**config.mk**
```make
export PLATFORM = sky130hd
export DESIGN_NAME = countdown_timer
export DESIGN_NICKNAME = d
export VERILOG_FILES = /design/src/rtl/stopwatch_pkg.sv /design/src/rtl/countdown_timer_key_press.sv /design/src/rtl/countdown_timer.sv
export SDC_FILE = /design/constraint.sdc
export NUM_CORES = 1
export LEC_CHECK = 0
export ABC_CLOCK_PERIOD_IN_PS = 2520
export BUFFER_PORTS_ARGS = -buffer_cell sky130_fd_sc_hd__buf_2
export CAP_MARGIN = 20
export CORE_UTILIZATION = 57
export CTS_BUF_LIST = sky130_fd_sc_hd__clkbuf_2 sky130_fd_sc_hd__clkbuf_4 sky130_fd_sc_hd__clkbuf_8
export DETAILED_ROUTE_END_ITERATION = 12
export PLACE_DENSITY_LB_ADDON = 0.15
export SLEW_MARGIN = 20
export SYNTH_ARGS = -nofsm -noshare
export SYNTH_HDL_FRONTEND = slang
export SYNTH_SLANG_ARGS = --single-unit
```
**constraint.sdc**
```tcl
create_clock -name clk -period 2.52 [get_ports clk]
set_input_delay 0.378 -clock clk [delete_from_list [all_inputs] [get_ports clk]]
set_output_delay 0.378 -clock clk [all_outputs]
set_load 0.01 [all_outputs]
```
**src/rtl/stopwatch_pkg.sv**
```systemverilog
// Shared defaults, state encoding and BCD helpers for the countdown timer.
package stopwatch_pkg;

    localparam int unsigned DEF_PULSES_PER_SECOND = 100;
    localparam int unsigned DEF_THRESHOLD         = 5;
    localparam int unsigned DEF_ALARM_TICKS       = 300;

    localparam logic [23:0] PRESET_RESET = 24'h010000;

    typedef enum logic [1:0] {
        IDLE,
        RUN,
        PAUSE,
        ALARM
    } state_t;

    // Subtract 0.01 s; digit limits per position are 9,9,9,5,9,5.
    function automatic logic [23:0] bcd_dec(input logic [23:0] d);
        logic [23:0] r;
        logic        borrow;
        r      = d;
        borrow = 1'b1;
        for (int unsigned i = 0; i < 6; i++) begin
            if (borrow) begin
                if (d[i*4 +: 4] == 4'd0) begin
                    r[i*4 +: 4] = (i == 3 || i == 5) ? 4'd5 : 4'd9;
                end else begin
                    r[i*4 +: 4] = d[i*4 +: 4] - 4'd1;
                    borrow      = 1'b0;
                end
            end
        end
        return r;
    endfunction

    function automatic logic [7:0] bcd_inc60(input logic [7:0] v);
        if (v == 8'h59)
            return 8'h00;
        else if (v[3:0] == 4'd9)
            return {v[7:4] + 4'd1, 4'd0};
        else
            return {v[7:4], v[3:0] + 4'd1};
    endfunction

endpackage

```
**src/rtl/countdown_timer_key_press.sv**
```systemverilog
// Key synchronizer plus hold-time classifier producing one-clk short/long events.
import stopwatch_pkg::*;

module key_press #(
    parameter int unsigned PULSES_PER_SECOND = DEF_PULSES_PER_SECOND,
    parameter int unsigned THRESHOLD         = DEF_THRESHOLD
) (
    input  logic clk,
    input  logic rst_n,
    input  logic tick,
    input  logic key,
    output logic short_press,
    output logic long_press
);

    localparam int unsigned CW = $clog2(PULSES_PER_SECOND + 1);
    localparam logic [CW-1:0] PPS_C = CW'(PULSES_PER_SECOND);
    localparam logic [CW-1:0] THR_C = CW'(THRESHOLD);

    logic [1:0]    sync;
    logic [CW-1:0] cnt;
    logic          pressed;

    assign pressed = ~sync[1];

    // Saturation at PPS_C makes the long event single-shot and suppresses the release short.
    always_ff @(posedge clk or negedge rst_n) begin
        if (!rst_n) begin
            sync        <= '1;
            cnt         <= '0;
            short_press <= 1'b0;
            long_press  <= 1'b0;
        end else begin
            sync        <= {sync[0], key};
            short_press <= 1'b0;
            long_press  <= 1'b0;
            if (pressed) begin
                if (tick && cnt < PPS_C) begin
                    cnt <= cnt + 1'b1;
                    if (cnt == PPS_C - 1'b1)
                        long_press <= 1'b1;
                end
            end else begin
                if (cnt > THR_C && cnt < PPS_C)
                    short_press <= 1'b1;
                cnt <= '0;
            end
        end
    end

endmodule

```
**src/rtl/countdown_timer.sv**
```systemverilog
// Countdown timer: preset editing in IDLE, BCD countdown in RUN, timed alarm.
import stopwatch_pkg::*;

module countdown_timer #(
    parameter int unsigned PULSES_PER_SECOND = DEF_PULSES_PER_SECOND,
    parameter int unsigned THRESHOLD         = DEF_THRESHOLD,
    parameter int unsigned ALARM_TICKS       = DEF_ALARM_TICKS
) (
    input  logic        clk,
    input  logic        rst_n,
    input  logic        tick,
    input  logic        ssr,
    input  logic        sel,
    input  logic        inc,
    output logic [23:0] digits,
    output logic        field,
    output logic        running,
    output logic        alarm
);

    localparam int unsigned AW = $clog2(ALARM_TICKS + 1);
    localparam logic [AW-1:0] ALARM_LAST = AW'(ALARM_TICKS - 1);

    state_t        state, state_nxt;
    logic [23:0]   preset, count, count_dec;
    logic [AW-1:0] acnt;
    logic          ssr_short, ssr_long, sel_short, sel_long, inc_short, inc_long;
    logic          reach_zero;

    key_press #(.PULSES_PER_SECOND(PULSES_PER_SECOND), .THRESHOLD(THRESHOLD)) u_ssr (
        .clk(clk), .rst_n(rst_n), .tick(tick), .key(ssr),
        .short_press(ssr_short), .long_press(ssr_long)
    );
    key_press #(.PULSES_PER_SECOND(PULSES_PER_SECOND), .THRESHOLD(THRESHOLD)) u_sel (
        .clk(clk), .rst_n(rst_n), .tick(tick), .key(sel),
        .short_press(sel_short), .long_press(sel_long)
    );
    key_press #(.PULSES_PER_SECOND(PULSES_PER_SECOND), .THRESHOLD(THRESHOLD)) u_inc (
        .clk(clk), .rst_n(rst_n), .tick(tick), .key(inc),
        .short_press(inc_short), .long_press(inc_long)
    );

    assign count_dec  = bcd_dec(count);
    assign reach_zero = tick && (count != '0) && (count_dec == '0);

    always_ff @(posedge clk or negedge rst_n) begin
        if (!rst_n)
            state <= IDLE;
        else
            state <= state_nxt;
    end

    // Zero-reach outranks a coincident short press; long press outranks both.
    always_comb begin
        state_nxt = state;
        unique case (state)
            IDLE:  if (ssr_short && preset != '0) state_nxt = RUN;
            RUN: begin
                if (ssr_long)        state_nxt = IDLE;
                else if (reach_zero) state_nxt = ALARM;
                else if (ssr_short)  state_nxt = PAUSE;
            end
            PAUSE: begin
                if (ssr_long)       state_nxt = IDLE;
                else if (ssr_short) state_nxt = RUN;
            end
            ALARM: begin
                if (ssr_long || ssr_short)        state_nxt = IDLE;
                else if (tick && acnt == ALARM_LAST) state_nxt = IDLE;
            end
            default: state_nxt = IDLE;
        endcase
    end

    always_comb begin
        running = (state == RUN);
        alarm   = (state == ALARM);
        digits  = (state == IDLE) ? preset : count;
    end

    always_ff @(posedge clk or negedge rst_n) begin
        if (!rst_n) begin
            preset <= PRESET_RESET;
            count  <= PRESET_RESET;
            field  <= 1'b0;
            acnt   <= '0;
        end else begin
            if (state == IDLE) begin
                count <= preset;
                if (sel_short)
                    field <= ~field;
                if (inc_short) begin
                    if (field)
                        preset[23:16] <= bcd_inc60(preset[23:16]);
                    else
                        preset[15:8]  <= bcd_inc60(preset[15:8]);
                end
            end else if (state == RUN && tick && count != '0) begin
                count <= count_dec;
            end

            if (state == ALARM) begin
                if (tick)
                    acnt <= acnt + 1'b1;
            end else begin
                acnt <= '0;
            end
        end
    end

endmodule

```
==> metrics.md <==
| Metric | Value |
|---|---|
| Chip width | `91.46 um` |
| Pre-CTS WS | `-0.07880 ns` |
| Fillers | `639` |
| CTS tree | `yes` |
| Pwr/cell area | `725.8 mW/mm^2` |
| Area Growth Syn to Fin | `15.33%` |
| Crit path max fanout | `5` |
| Worst R2R Setup Slack | `-0.04 ns` |
| Final setup violation count | `1` |
| Critical Path Stages | `8` |
| Post-synthesis cell area | `0.004562 mm^2` |
| # IOs | `33` |
| Slew headroom | `0.6698` |
| DP HPWL | `6846 um` |
| H-tree levels | `3` |
| Gpl congestion | `0.8225` |
| Final Critical Period | `2.562 ns` |
| Sequential share of the synthesized area | `0.4575` |
| Worst Path Required | `2.77 ns` |
| Overflow after GRT | `0` |
| First-pass GRT wire length | `16660 um` |
| Mapped Cells | `507` |
| DR vias | `3830` |
| Detailed Route WL | `9840 um` |
| CTS buffer count | `9` |
| Cell class contributing the biggest share of worst-path delay | `simple AND/OR/NAND/NOR gates` |
| Top cell by count, worst path | `or3_4` |
| DIE HEIGHT | `91.46 um` |
| WL per Instance | `14.82 um` |
| Starting DRC count in detailed routing | `215` |
| Vias in the first global route | `3577` |
| Number of enable flip-flop cells after synthesis | `0` |
| Status | `complete, but fails checks` |
| Failing checks | `negative setup slack` |
| Fmax achieved | `0.3904 GHz` |
| Clk pin slew, worst setup/hold paths | `0.09 ns` |
| Final hold vios | `0` |
| Max VDD drop | `0.4395 mV` |
| Longest Clk Path Bufs | `2` |
| CP bufs+invs | `1` |
| Syn avg cell area | `8.998 um^2` |
| Initial core utilization | `0.5903` |
| Final Cell Area | `0.005261 mm^2` |
| Slowest cell on crit path | `or4b_4` |
| Placed cell area | `0.004952 mm^2` |
| # diodes | `0` |
| Synth Register Bits | `83` |
| Critical path origin | `count[0]$_DFFE_PN0P_` |
| Yosys cell types | `54` |
| Async SR Flop Fraction | `1.000` |
| Antenna viol nets, final | `0` |
| End of the critical path | `state[0]$_DFFE_PN0P_` |
| Die area | `0.008365 mm^2` |
| Root Driver | `clkbuf_8` |
| Post-synth net total | `531` |
| Num rows | `32` |
| Crit Path Category | `register to register` |
| Final #Nets | `581` |
| Setup slack after layout | `-0.04164 ns` |
| Final worst path period share | `1.017` |
| Min-delay worst type | `input port to register` |
| Layout cells sized above 1 | `0.1957` |
| Crit start category | `register` |
| Gr usage total | `0.2480` |
| Top_reg_cell synth | `dfrtp_1` |
| Initial antenna violation count | `0` |
| Worst Max-Slew Pin Slew | `0.4953 ns` |
| Yosys Warn Count | `8` |
| # DRC | `0` |
| Fin cells | `664` |
| Clock latency on the worst-skew pair | `0.35 ns` |
| Core area | `0.007727 mm^2` |
| Clock Skews | `0.01231 ns` |
| R2R depth | `8` |
| Leak pwr | `2.433 nW` |
| Hold wc startpoint | `ssr` |
| CP arrival | `2.81 ns` |
| Placed Instances | `642` |
| Largest net degree at the start of global routing | `49` |
| PortBufs | `32` |
| Maxcap violations | `0` |
| Final Max Slew Viols | `0` |
| Slowest stage delay, CP | `0.49 ns` |
| Unrepaired setup endpoints after global routing | `true` |
| R2R Path Start | `count[0]$_DFFE_PN0P_` |
| Vias per inst | `5.768` |
| CP Cell Sequence | `inv_2 -> ha_4 -> or4b_4 -> or3_4 -> or3_4 -> xnor2_2 -> nand4_1 -> a311oi_1` |
| FF-to-FF End | `state[0]$_DFFE_PN0P_` |
| Clock sink count | `83` |
| DRT Pass-1 Iters | `5` |
| Crit path capture type | `register` |
## worst min-delay path by stage
stage,end,slack (ns),depth (start not counted)
after CTS,u_ssr.sync[0]$_DFF_PN1_,0.11,1
after detailed placement,u_sel.sync[1]$_DFF_PN1_,0.35,0
after global routing,u_ssr.sync[0]$_DFF_PN1_,0.11,1
after floorplan,acnt[0]$_DFFE_PN0P_,0.08,0
final,u_ssr.sync[0]$_DFF_PN1_,0.11,1
after global placement,u_inc.sync[1]$_DFF_PN1_,0.35,0
## synth_stat cells, types with 3 or more instances
cell type	number	area [um^2]
clkbuf_1	16	60.06
mux2_2	4	45.04
a21o_1	6	45.04
nand2b_1	5	31.28
a31oi_1	7	43.79
nor3_1	20	100.1
ha_1	18	225.2
o211ai_1	3	22.52
nand3_1	7	35.03
dfstp_2	8	210.2
and4_1	6	52.55
a21oi_1	11	55.05
and2_1	11	68.82
o21ai_0	41	205.2
o311ai_0	6	52.55
nor4_1	8	50.05
o31ai_1	6	45.04
and3_1	6	37.54
nand4_1	12	75.07
dfrtp_1	75	1877
inv_1	22	82.58
xnor2_1	9	78.83
nor2_1	62	232.7
a211oi_1	3	22.52
xor2_1	15	131.4
nand2_1	66	247.7
or3_1	11	68.82
mux2i_1	3	30.03
## layout make-up
cell class,instances,area [um^2],share of cell area
multi-input cells,379,2330,0.4428
inverters,22,82.58,0.01570
repair buffers,62,410.4,0.07800
clock inverters,6,86.33,0.01641
clock buffers,10,137.6,0.02616
well taps,102,127.6,0.02426
flip-flops and latches,83,2087,0.3967
## placed cells by master (no fill, tap or decap), types with 11 or more instances in the layout
cell	count
buf_2	31
ha_1	17
and2_1	11
xor2_1	15
inv_1	20
buf_4	28
o21ai_0	40
nand2_1	66
nor2_1	60
nand4_1	12
nor3_1	19
a21oi_1	11
dfrtp_1	75
## through the flow
stage	setup TNS (ns)	util	hold WS [ns]	total power [mW]
4_1_cts	-0.05699	0.6757	0.1059	3.783
5_1_grt	-0.1411	0.6809	0.1051	4.019
3_5_place_dp	-0.1557	0.6409	0.3482	2.682
3_3_place_gp	0	0.6409	0.3454	2.644
2_1_floorplan	-0.3144	-	0.08241	2.290
6_report	-0.04164	0.6809	0.1115	3.819
## cells by family after synthesis
group / after synthesis / share of synthesized area
xor+xnor: 25 / 0.04965
buf+inv: 45 / 0.04169
simple gates: 230 / 0.2485
fa+ha+maj: 18 / 0.04937
mux: 7 / 0.01646
compound gates: 99 / 0.1369
flops: 83 / 0.4575
## timing repair
action / in CTS / in global routing
buffers inserted: 3 / 2
endpoints found under the setup margin: 3 / 20
pin swaps: 3 / 4
hold buffers: 1 / 0
hold endpoints to repair: 1 / 0
gates resized for setup: 5 / 7
## state kept, by name, indices dropped and copies added, names as in the netlist
signal,flops
u_sel.sync,2
u_sel.cnt,7
acnt,9
u_inc.sync,2
count,24
field,1
preset,16
u_inc.cnt,7
u_ssr.short_press,1
u_ssr.cnt,7
u_ssr.long_press,1
u_ssr.sync,2
state,2
u_inc.short_press,1
u_sel.short_press,1
## per-layer routing
layer / up-vias / track usage / wire length [um]
met5: - / 0 / 0
met4: 0 / 0.09259 / 158
met3: 15 / 0.04690 / 517
met2: 113 / 0.3860 / 4512
met1: 1826 / 0.3445 / 4652
li1: 1876 / - / -
## power breakdown
group,internal (mW),total (mW),switching [mW]
logic,0.491,1.15,0.656
clock network,0.586,1.09,0.503
registers,1.45,1.58,0.134
Power figures use the tool's default switching activity.
